**config.mk**
```make
export PLATFORM = sky130hd
export DESIGN_NAME = pwm_capture_flat
export DESIGN_NICKNAME = d
export VERILOG_FILES = /design/src/rtl/pwm_capture_if.sv /design/src/rtl/pwm_capture.sv /design/src/flat_wrapper.sv
export SDC_FILE = /design/constraint.sdc
export NUM_CORES = 1
export LEC_CHECK = 0
export BUFFER_PORTS_ARGS = -buffer_cell sky130_fd_sc_hd__buf_2
export CAP_MARGIN = 40
export CORE_MARGIN = 1.5
export CORE_UTILIZATION = 57
export DETAILED_ROUTE_END_ITERATION = 7
export PLACE_DENSITY = 0.82
export SETUP_SLACK_MARGIN = 0.3
export SYNTH_ARGS = -nofsm -noshare
export SYNTH_HDL_FRONTEND = slang
export SYNTH_SLANG_ARGS = --single-unit
```
**constraint.sdc**
```tcl
create_clock -name clk -period 2.3 [get_ports clk]
set_input_delay 0.23 -clock clk [delete_from_list [all_inputs] [get_ports clk]]
set_output_delay 0.23 -clock clk [all_outputs]
set_load 0.01 [all_outputs]
```
**src/rtl/pwm_capture_if.sv**
```systemverilog
`default_nettype none
// ============================================================================
// Module      : pwm_capture_if
// Description : Signal bundle between a PWM source/consumer and pwm_capture.
//               SIZE must match the SIZE of the attached pwm_capture.
// Revision    : 1.0 - initial release
// ============================================================================
interface pwm_capture_if #(
  parameter int SIZE = 12
);
  logic            in;
  logic [SIZE-1:0] period;
  logic [SIZE-1:0] high;
  logic            valid;
  logic            timeout;
  logic            level;
  logic            locked;

  // Side that drives the PWM pin and consumes the measurements
  modport master (
    output in,
    input  period, high, valid, timeout, level, locked
  );

  // Measurement block side
  modport slave (
    input  in,
    output period, high, valid, timeout, level, locked
  );
endinterface
`default_nettype wire

```
**src/rtl/pwm_capture.sv**
```systemverilog
`default_nettype none
// ============================================================================
// Module      : pwm_capture
// Description : Samples an asynchronous PWM input and measures its period and
//               high time in clock cycles. One valid strobe per complete
//               period; a timeout strobe when the line stops toggling.
// Revision    : 1.0 - initial release
// ============================================================================
module pwm_capture #(
  parameter int SIZE = 12,
  parameter int SYNC = 2   // synchronizer depth, 2..3
) (
  input  logic          clk,
  input  logic          rst,
  pwm_capture_if.slave  bus
);

  typedef enum logic [1:0] {
    IDLE = 2'd0,
    HIGH = 2'd1,
    LOW  = 2'd2
  } state_t;

  localparam logic [SIZE-1:0] MAX = '1;
  localparam logic [SIZE-1:0] ONE = {{(SIZE-1){1'b0}}, 1'b1};

  state_t          state;
  state_t          next_state;
  logic [SYNC-1:0] sync;
  logic            sp;
  logic            s;
  logic            rise;
  logic            fall;
  logic [SIZE-1:0] cnt;
  logic [SIZE-1:0] cnt_plus;
  logic [SIZE-1:0] hlatch;
  logic [SIZE-1:0] period;
  logic [SIZE-1:0] high;
  logic            valid;
  logic            timeout;
  logic            valid_nxt;
  logic            timeout_nxt;
  logic            take_fall;

  assign s        = sync[SYNC-1];
  assign rise     = s & ~sp;
  assign fall     = ~s & sp;
  assign cnt_plus = cnt + ONE;

  // Synchronizer chain plus one delayed copy for edge detection
  always_ff @(posedge clk or posedge rst) begin
    if (rst) begin
      sync <= '0;
      sp   <= 1'b0;
    end else begin
      sync <= {sync[SYNC-2:0], bus.in};
      sp   <= s;
    end
  end

  // State register
  always_ff @(posedge clk or posedge rst) begin
    if (rst) state <= IDLE;
    else     state <= next_state;
  end

  // Next state and strobes; a saturated counter wins over a coincident edge
  always_comb begin
    next_state  = state;
    valid_nxt   = 1'b0;
    timeout_nxt = 1'b0;
    take_fall   = 1'b0;
    case (state)
      IDLE: begin
        if (rise) next_state = HIGH;
      end
      HIGH: begin
        if (cnt == MAX) begin
          next_state  = IDLE;
          timeout_nxt = 1'b1;
        end else if (fall) begin
          next_state = LOW;
          take_fall  = 1'b1;
        end
      end
      LOW: begin
        if (cnt == MAX) begin
          next_state  = IDLE;
          timeout_nxt = 1'b1;
        end else if (rise) begin
          next_state = HIGH;
          valid_nxt  = 1'b1;
        end
      end
      default: next_state = IDLE;
    endcase
  end

  // Cycle counter: restarts on each rise, saturates at MAX, parked at 0 in IDLE
  always_ff @(posedge clk or posedge rst) begin
    if (rst)                               cnt <= '0;
    else if (rise || next_state == IDLE)   cnt <= '0;
    else if (cnt != MAX)                   cnt <= cnt_plus;
  end

  // Measurement registers; period/high hold until the next valid or reset
  always_ff @(posedge clk or posedge rst) begin
    if (rst) begin
      hlatch  <= '0;
      period  <= '0;
      high    <= '0;
      valid   <= 1'b0;
      timeout <= 1'b0;
    end else begin
      valid   <= valid_nxt;
      timeout <= timeout_nxt;
      if (take_fall) hlatch <= cnt_plus;
      if (valid_nxt) begin
        period <= cnt_plus;
        high   <= hlatch;
      end
    end
  end

  assign bus.period  = period;
  assign bus.high    = high;
  assign bus.valid   = valid;
  assign bus.timeout = timeout;
  assign bus.level   = s;
  assign bus.locked  = (state != IDLE);

endmodule
`default_nettype wire

```
**src/flat_wrapper.sv**
```systemverilog
// flat-port wrapper written by rule: the top's interface ports become plain ports
module pwm_capture_flat 
#(
  parameter int SIZE = 12,
  parameter int SYNC = 2                              
)
  (clk, rst, bus_in, bus_period, bus_high, bus_valid, bus_timeout, bus_level, bus_locked);
  pwm_capture_if #(.SIZE(SIZE)) bus_i ();
  input  logic clk;
  input  logic rst;
  input wire logic [$bits(bus_i.in)-1:0] bus_in;
  output wire logic [$bits(bus_i.period)-1:0] bus_period;
  output wire logic [$bits(bus_i.high)-1:0] bus_high;
  output wire logic [$bits(bus_i.valid)-1:0] bus_valid;
  output wire logic [$bits(bus_i.timeout)-1:0] bus_timeout;
  output wire logic [$bits(bus_i.level)-1:0] bus_level;
  output wire logic [$bits(bus_i.locked)-1:0] bus_locked;
  assign bus_i.in = bus_in;
  assign bus_period = bus_i.period;
  assign bus_high = bus_i.high;
  assign bus_valid = bus_i.valid;
  assign bus_timeout = bus_i.timeout;
  assign bus_level = bus_i.level;
  assign bus_locked = bus_i.locked;
  pwm_capture #(.SIZE(SIZE), .SYNC(SYNC)) u_core (.clk(clk), .rst(rst), .bus(bus_i));
endmodule
```
==> summary.txt, run 1 <==
Synth
  – Prevailing post-synth register cell: dfrtp_1
  – FF+latch count, synth: 55
  – Synth top area cells: dfrtp_1 (57%), mux2_2 (6.5%), o21ai_0 (5.6%)
  – Synth unique cells: 36
  – Area leader, netlist: dfrtp_1
  – Syn Nets: around 220
  – Post-Syn Area: ~2400 µm²
  – EDFF count, synth: 0
  – Syn Area/Cell: about 11 µm²
  – Yosys warns: 0
  – Register area share after synthesis: a little under three fifths
  – Post-synthesis cell count: about 210
  – Post-synth top area share: between 50% and 60%
  – Async set-or-reset flop fraction in the synthesized netlist: 100.0%

Placement
  – Hpwl dp: 3.134 mm
  – PortBufs: 30
  – RePlAce Congestion: about 0.87
  – Placed inst area: ~2600 µm²

Cells and area
  – Layout net count: 254
  – Layout cell share with drive strength beyond 1: 28.34%
  – Commonest non-fill, non-tap cell in the layout: dfrtp_1
  – Synthesis-to-finish area growth: 13.93%
  – Antenna cells: 0
  – Most frequent cells in the layout: dfrtp_1 (54), buf_2 (30), nand2_1 (28), o21ai_0 (27), mux2_2 (14)
  – Fin area: 2773 µm²

Route
  – TritonRoute pass-1 iters: 4
  – Via count: roughly 1700
  – Avg WL per Cell: around 15 µm
  – Starting DRT DRC Count: between 80 and 90
  – Antenna Violating Nets Remaining: 0
  – DRT Wirelength: ~4.4 mm
  – Vias/cell: approximately 5.6
  – DR DRC count: 0

Floorplan
  – Vertical die dimension: 68.34 µm
  – Die Width: around 70 µm
  – Site Rows: 23
  – Ports: 31
  – Core box area: roughly 4000 µm²
  – Die area: 4670 µm²
  – Initial Util: 59.98%

Run
  – Maxcap violations: 0

STA
  – Slew Viols, Final: 0
  – Setup TNS: 0 ns
  – Headroom to the max-slew limit: roughly 64%
  – Clock Skews: ~0.0080 ns
  – Final period util: between 80% and 90%
  – Max Fclk: between 0.5 and 0.6 GHz
  – Final count of hold timing violations: 0
  – Crit path time final: 1.912 ns
  – Worst-Margin Slew: between 0.5 and 0.6 ns
  – Setup Viol. Count Final: 0
  – RSZ-0062 raised after global routing: no

Global route
  – Overall Global Routing Usage: a little over a fifth
  – Largest net degree at the start of global routing: 37
  – Vias in the first global route: approximately 1500
  – Gr ovfl total: 0
  – First-pass GRT wire length: 7.072 mm
  – Initial antenna violation count: 0

Power
  – Logic pwr share: between 20% and 30%
  – Pwr Density: 846.8 nW/µm²
  – Int Pwr: 1.567 mW
  – Switching Share: about a third
  – Flop pwr share: 49.6%
  – Leakage: ~1.3 nW
  – Total power draw: about 2.3 mW
  – Max rail drop VDD: 0.6569 mV
  – P_sw: between 0.7 and 0.8 mW
  – Clock power share: a little under a quarter

Setup path
  – Crit. Startpoint: u_core.cnt[1]
  – Crit Path Max Fanout: 36
  – R2r startpoint: u_core.cnt[1]
  – CP Launch Type: flip-flop
  – CP required: 2.49 ns
  – Crit. End Element: flip-flop
  – Arrival time of the worst setup path: 2.10 ns
  – Critical path class: flip-flop to flip-flop

Clock tree
  – H-tree depth: 2
  – Root buffer cell: clkbuf_8
  – Inserted Clock Buffers: 5
  – Worst-path clk slew: roughly 0.10 ns
  – Largest buffer count on any clock path: 2
  – CTS tree: done
  – Clock latency at the later pin of the worst-skew pair: between 0.3 and 0.4 ns
  – Num Clock Sinks: 55

Worst hold path
  – Hold_sp: bus_in
  – Hold Crit Class: input port to flip-flop

Run status
  – Status: complete, no violations
registers in the layout (all words and copies together), names as in the netlist:
| name | flops |
|---|---|
| u_core.bus.high | 12 |
| u_core.bus.period | 12 |
| u_core.cnt | 12 |
| u_core.hlatch | 12 |
| u_core.state | 2 |
| u_core.sync | 2 |
| u_core.bus.timeout | 1 |
| u_core.bus.valid | 1 |
| u_core.sp | 1 |
routing by layer:
layer | global-route usage (%) | part of all wire, %
met5 | 0 | 0
met4 | 8.750 | 1.1
met3 | 4.441 | 2.5
met2 | 32.52 | 49
met1 | 28.48 | 47
worst max-delay path, cell delays in order, from the launching register on:
cell	delay (ns)
dfrtp_1	0.43
ha_1	0.27
nand3_4	0.17
o311ai_4	0.33
buf_12	0.23
mux2_2	0.36
final timing paths:
check | endpoint | slack, ns | depth (start not counted)
min in group asynchronous | u_core.bus.high[10] | 0.50 | 3
setup reg to reg | u_core.bus.period[1] | 0.39 | 5
setup / recovery | u_core.bus.period[1] | 0.39 | 5
hold / removal | u_core.sync[0] | 0.02 | 1
max in group asynchronous | u_core.cnt[0] | 1.25 | 4
hold reg to reg | u_core.sync[1] | 0.36 | 0
final cells by class:
cell class | instances | area (µm²)
Inverter | 8 | 30.03
Multi-Input combinational cell | 141 | 988.4
Sequential cell | 55 | 1378
Fill cell | 300 | 1285
Clock inverter | 2 | 16.27
Timing Repair Buffer | 35 | 215.2
Tap cell | 50 | 62.56
Clock buffer | 6 | 82.58
per-stage QoR:
step | utilization (%) | std cells | setup WS [ns] | hold slack, ns
finish | 68.33 | 297 | 0.3881 | 0.02488
global route | 68.33 | 297 | 0.3040 | 0.01595
CTS | 68.15 | 297 | 0.3381 | 0.01574
detailed placement | 65.28 | 288 | 0.3138 | 0.3018
global placement | 65.28 | 288 | 0.3867 | 0.3025
floorplan | - | 214 | 0.3894 | 0.2614
cell usage after synthesis, types with 2 or more instances:
cell,n
mux2_2,14
nor4_1,3
o21a_1,3
nor3_1,5
o211a_1,2
nor2b_1,2
nand3_1,4
o31a_1,2
nand4_4,2
buf_2,6
a211oi_1,8
clkbuf_1,3
or2_2,2
xnor2_1,6
nand2_1,29
o21ai_0,27
a21oi_1,2
dfrtp_1,55
nor2_1,11
inv_1,8
ha_1,5
power by group through the flow:
| stage | Sequential, mW | Combinational, mW | Clock, mW |
|---|---|---|---|
| finish | 1.17 | 0.623 | 0.559 |
| global route | 1.18 | 0.700 | 0.611 |
| CTS | 1.16 | 0.618 | 0.573 |
| detailed placement | 1.18 | 0.612 | 0 |
| global placement | 1.17 | 0.600 | 0 |
| floorplan | 1.18 | 0.417 | 0 |
logic make-up (layout without fill, tap and decap cells):
family | Yosys count | count (layout) | synth area share, %
flip-flops | 55 | 55 | 56.56
multiplexers | 14 | 14 | 6.478
buffers and inverters | 18 | 51 | 3.393
adder cells (fa/ha/maj) | 5 | 5 | 2.571
AO/OA/AOI/OAI | 50 | 50 | 14.24
XOR/XNOR | 7 | 7 | 2.519
AND/OR/NAND/NOR | 65 | 65 | 14.24
what timing repair did:
item / in CTS / in global routing
setup buffers: 0 / 0
hold buffers: 1 / 0
endpoints found under the setup margin: 1 / 14
gates resized for setup: 1 / 4
endpoints found under the hold margin: 25 / 0
No activity file was read; power rests on OpenSTA's default activity.
==> inputs of run 2 (changes only) <==
Clock period 2.3 ns to 1.8 ns, I/O delays scaled along.
==> summary.txt, run 2 (synthesis gave the netlist of run 1 again) <==
Run status
  – Status: finished with violations (was complete, no violations)
  – Failing checks: negative setup slack

Setup path
  – CP required: 1.96 ns (was 2.49 ns)
  – Crit. End Element: flip-flop (unchanged)
  – Critical path class: flip-flop to flip-flop (unchanged)
  – Max incr delay on CP: 0.44 ns (was 0.43 ns)
  – Arrival time of the worst setup path: 2.13 ns (was 2.10 ns)
  – Slowest CP cell: dfrtp_1 (unchanged)
  – Most common cell on crit path: buf_4
  – CP Launch Type: flip-flop (unchanged)
  – Crit-path cells: ha_4 > nand3_4 > buf_4 > buf_4 > nor2_1 > xnor2_1 > o21ai_0 (was ha_1 > nand3_4 > o311ai_4 > buf_12 > mux2_2)
  – Crit Path Max Fanout: 4 (was 36)

STA
  – Setup Viol. Count Final: 10 (was 0)
  – Final period util: 109.6% (was 83.13%)
  – Slew Viols, Final: 0 (unchanged)
  – Final worst setup slack: -0.1720 ns (was 0.3881 ns)
  – Worst-Margin Slew: 0.5817 ns (was 0.5445 ns)
  – RSZ-0062 raised after global routing: yes (was no)
  – Max Fclk: 0.5071 GHz (was 0.5230 GHz)
  – Final count of hold timing violations: 0 (unchanged)
  – Setup TNS: -0.5021 ns (was 0 ns)
  – Headroom to the max-slew limit: 60.94% (was 63.65%)
  – Crit path time final: 1.972 ns (was 1.912 ns)
  – Clock Skews: 0.006413 ns (was 0.007997 ns)

Cells and area
  – Layout net count: 308 (was 254)
  – Layout Utilization: 92.08% (was 68.33%)
  – Fin area: 3736 µm² (was 2773 µm²)
  – Layout cell share with drive strength beyond 1: 62.13% (was 28.34%)
  – Commonest non-fill, non-tap cell in the layout: dfrtp_1 (unchanged)
  – Most frequent cells in the layout: dfrtp_1 (48), buf_4 (34), buf_2 (30), mux2_4 (14), o21ai_2 (13) (was dfrtp_1 (54), buf_2 (30), nand2_1 (28), o21ai_0 (27), mux2_2 (14))
  – Antenna cells: 0 (unchanged)
  – Synthesis-to-finish area growth: 53.52% (was 13.93%)

Floorplan
  – Die Width: 68.34 µm (unchanged)
  – Site Rows: 23 (unchanged)
  – Core box area: 4058 µm² (unchanged)
  – Die area: 4670 µm² (unchanged)
  – Ports: 31 (unchanged)
  – Initial Util: 59.98% (unchanged)
  – Vertical die dimension: 68.34 µm (unchanged)

Power
  – Pwr Density: 1091 nW/µm² (was 846.8 nW/µm²)
  – Max rail drop VDD: 1.802 mV (was 0.6569 mV)
  – Leakage: 1.781 nW (was 1.338 nW)
  – Total power draw: 4.075 mW (was 2.348 mW)

Global route
  – Overall Global Routing Usage: 29.73% (was 20.94%)
  – Initial antenna violation count: 0 (unchanged)
  – Largest net degree at the start of global routing: 31 (was 37)
  – First-pass GRT wire length: 9.749 mm (was 7.072 mm)
  – Gr ovfl total: 0 (unchanged)
  – Vias in the first global route: 1926 (was 1518)

Worst hold path
  – Hold Crit Class: input port to async pin (was input port to flip-flop)

Route
  – DR DRC count: 0 (unchanged)
  – Via count: 2354 (was 1664)
  – Avg WL per Cell: 26.79 µm (was 14.84 µm)
  – Antenna Violating Nets Remaining: 0 (unchanged)
  – DRT Wirelength: 9.402 mm (was 4.408 mm)
  – Starting DRT DRC Count: 223 (was 89)
  – TritonRoute pass-1 iters: 5 (was 4)
  – Vias/cell: 6.707 (was 5.603)

Clock tree
  – Clock latency at the later pin of the worst-skew pair: 0.33 ns (was 0.31 ns)
  – Worst-path clk slew: 0.11 ns (was 0.10 ns)
  – Inserted Clock Buffers: 5 (unchanged)
  – Largest buffer count on any clock path: 2 (unchanged)
  – Num Clock Sinks: 55 (unchanged)
  – H-tree depth: 2 (unchanged)
  – Root buffer cell: clkbuf_8 (unchanged)
  – CTS tree: done (unchanged)

Placement
  – Placed inst area: 2904 µm² (was 2649 µm²)
  – RePlAce Congestion: 0.8460 (was 0.8725)
  – Hpwl dp: 3.822 mm (was 3.134 mm)
  – Setup WS pre-CTS: 0.02163 ns (was 0.3138 ns)
  – PortBufs: 30 (unchanged)

Run
  – Maxcap violations: 0 (unchanged)
run 2: cell type report:
type | instances | area (µm²)
clock buffers | 6 | 82.58
repair buffers | 89 | 800.8
fillers | 118 | 321.6
multi-input cells | 141 | 1355
clock inverters | 2 | 16.27
flip-flops and latches | 55 | 1385
well taps | 50 | 62.56
inverters | 8 | 33.78
run 2: report_power, final:
part | switching, mW | internal (mW)
Sequential | 0.145 | 1.37
Clock | 0.450 | 0.315
Combinational | 0.932 | 0.861
Total | 1.53 | 2.55
run 2: final timing paths:
path	from	end	slack, ns	depth (start not counted)
min in group clk	u_core.sync[0]	u_core.sync[1]	0.36	0
worst max register to register	u_core.cnt[1]	u_core.bus.period[6]	-0.17	7
worst max-delay path	u_core.cnt[1]	u_core.bus.period[6]	-0.17	7
max in group asynchronous	rst	u_core.cnt[9]	0.94	4
worst min register to register	u_core.sync[0]	u_core.sync[1]	0.36	0
worst min-delay path	rst	u_core.hlatch[1]	0.33	3
run 2: metrics by stage:
| stage | instances | hold WS (ns) |
|---|---|---|
| after floorplan | 214 | 0.2114 |
| after global placement | 303 | 0.1184 |
| after detailed placement | 303 | 0.1184 |
| after CTS | 331 | 0.3212 |
| after global routing | 351 | 0.3695 |
| final | 351 | 0.3262 |
run 2: critical path, delay by kind of cell (launching register included):
family	cells	cell delay [ns]
simple gates	2	0.30
compound gates	1	0.28
buf+inv	2	0.30
xor+xnor	1	0.30
flops	1	0.44
fa+ha+maj	1	0.17
run 2: metal layers:
metal | GRT usage [%] | up-vias | part of all wire [%] | wire [µm]
met5 | 0 | - | 0 | 0
met4 | 13.00 | 0 | 6.3 | 594
met3 | 6.250 | 65 | 9.7 | 910
met2 | 51.21 | 199 | 49 | 4604
met1 | 35.76 | 1167 | 35 | 3292
li1 | - | 923 | - | -
run 2: what timing repair did:
item	CTS	global route
hold buffers	2	0
endpoints found under the hold margin	7	0
pin swaps	9	21
gates resized for setup	30	87
setup endpoints to repair	48	51
cloned	3	4
buffers inserted	15	16
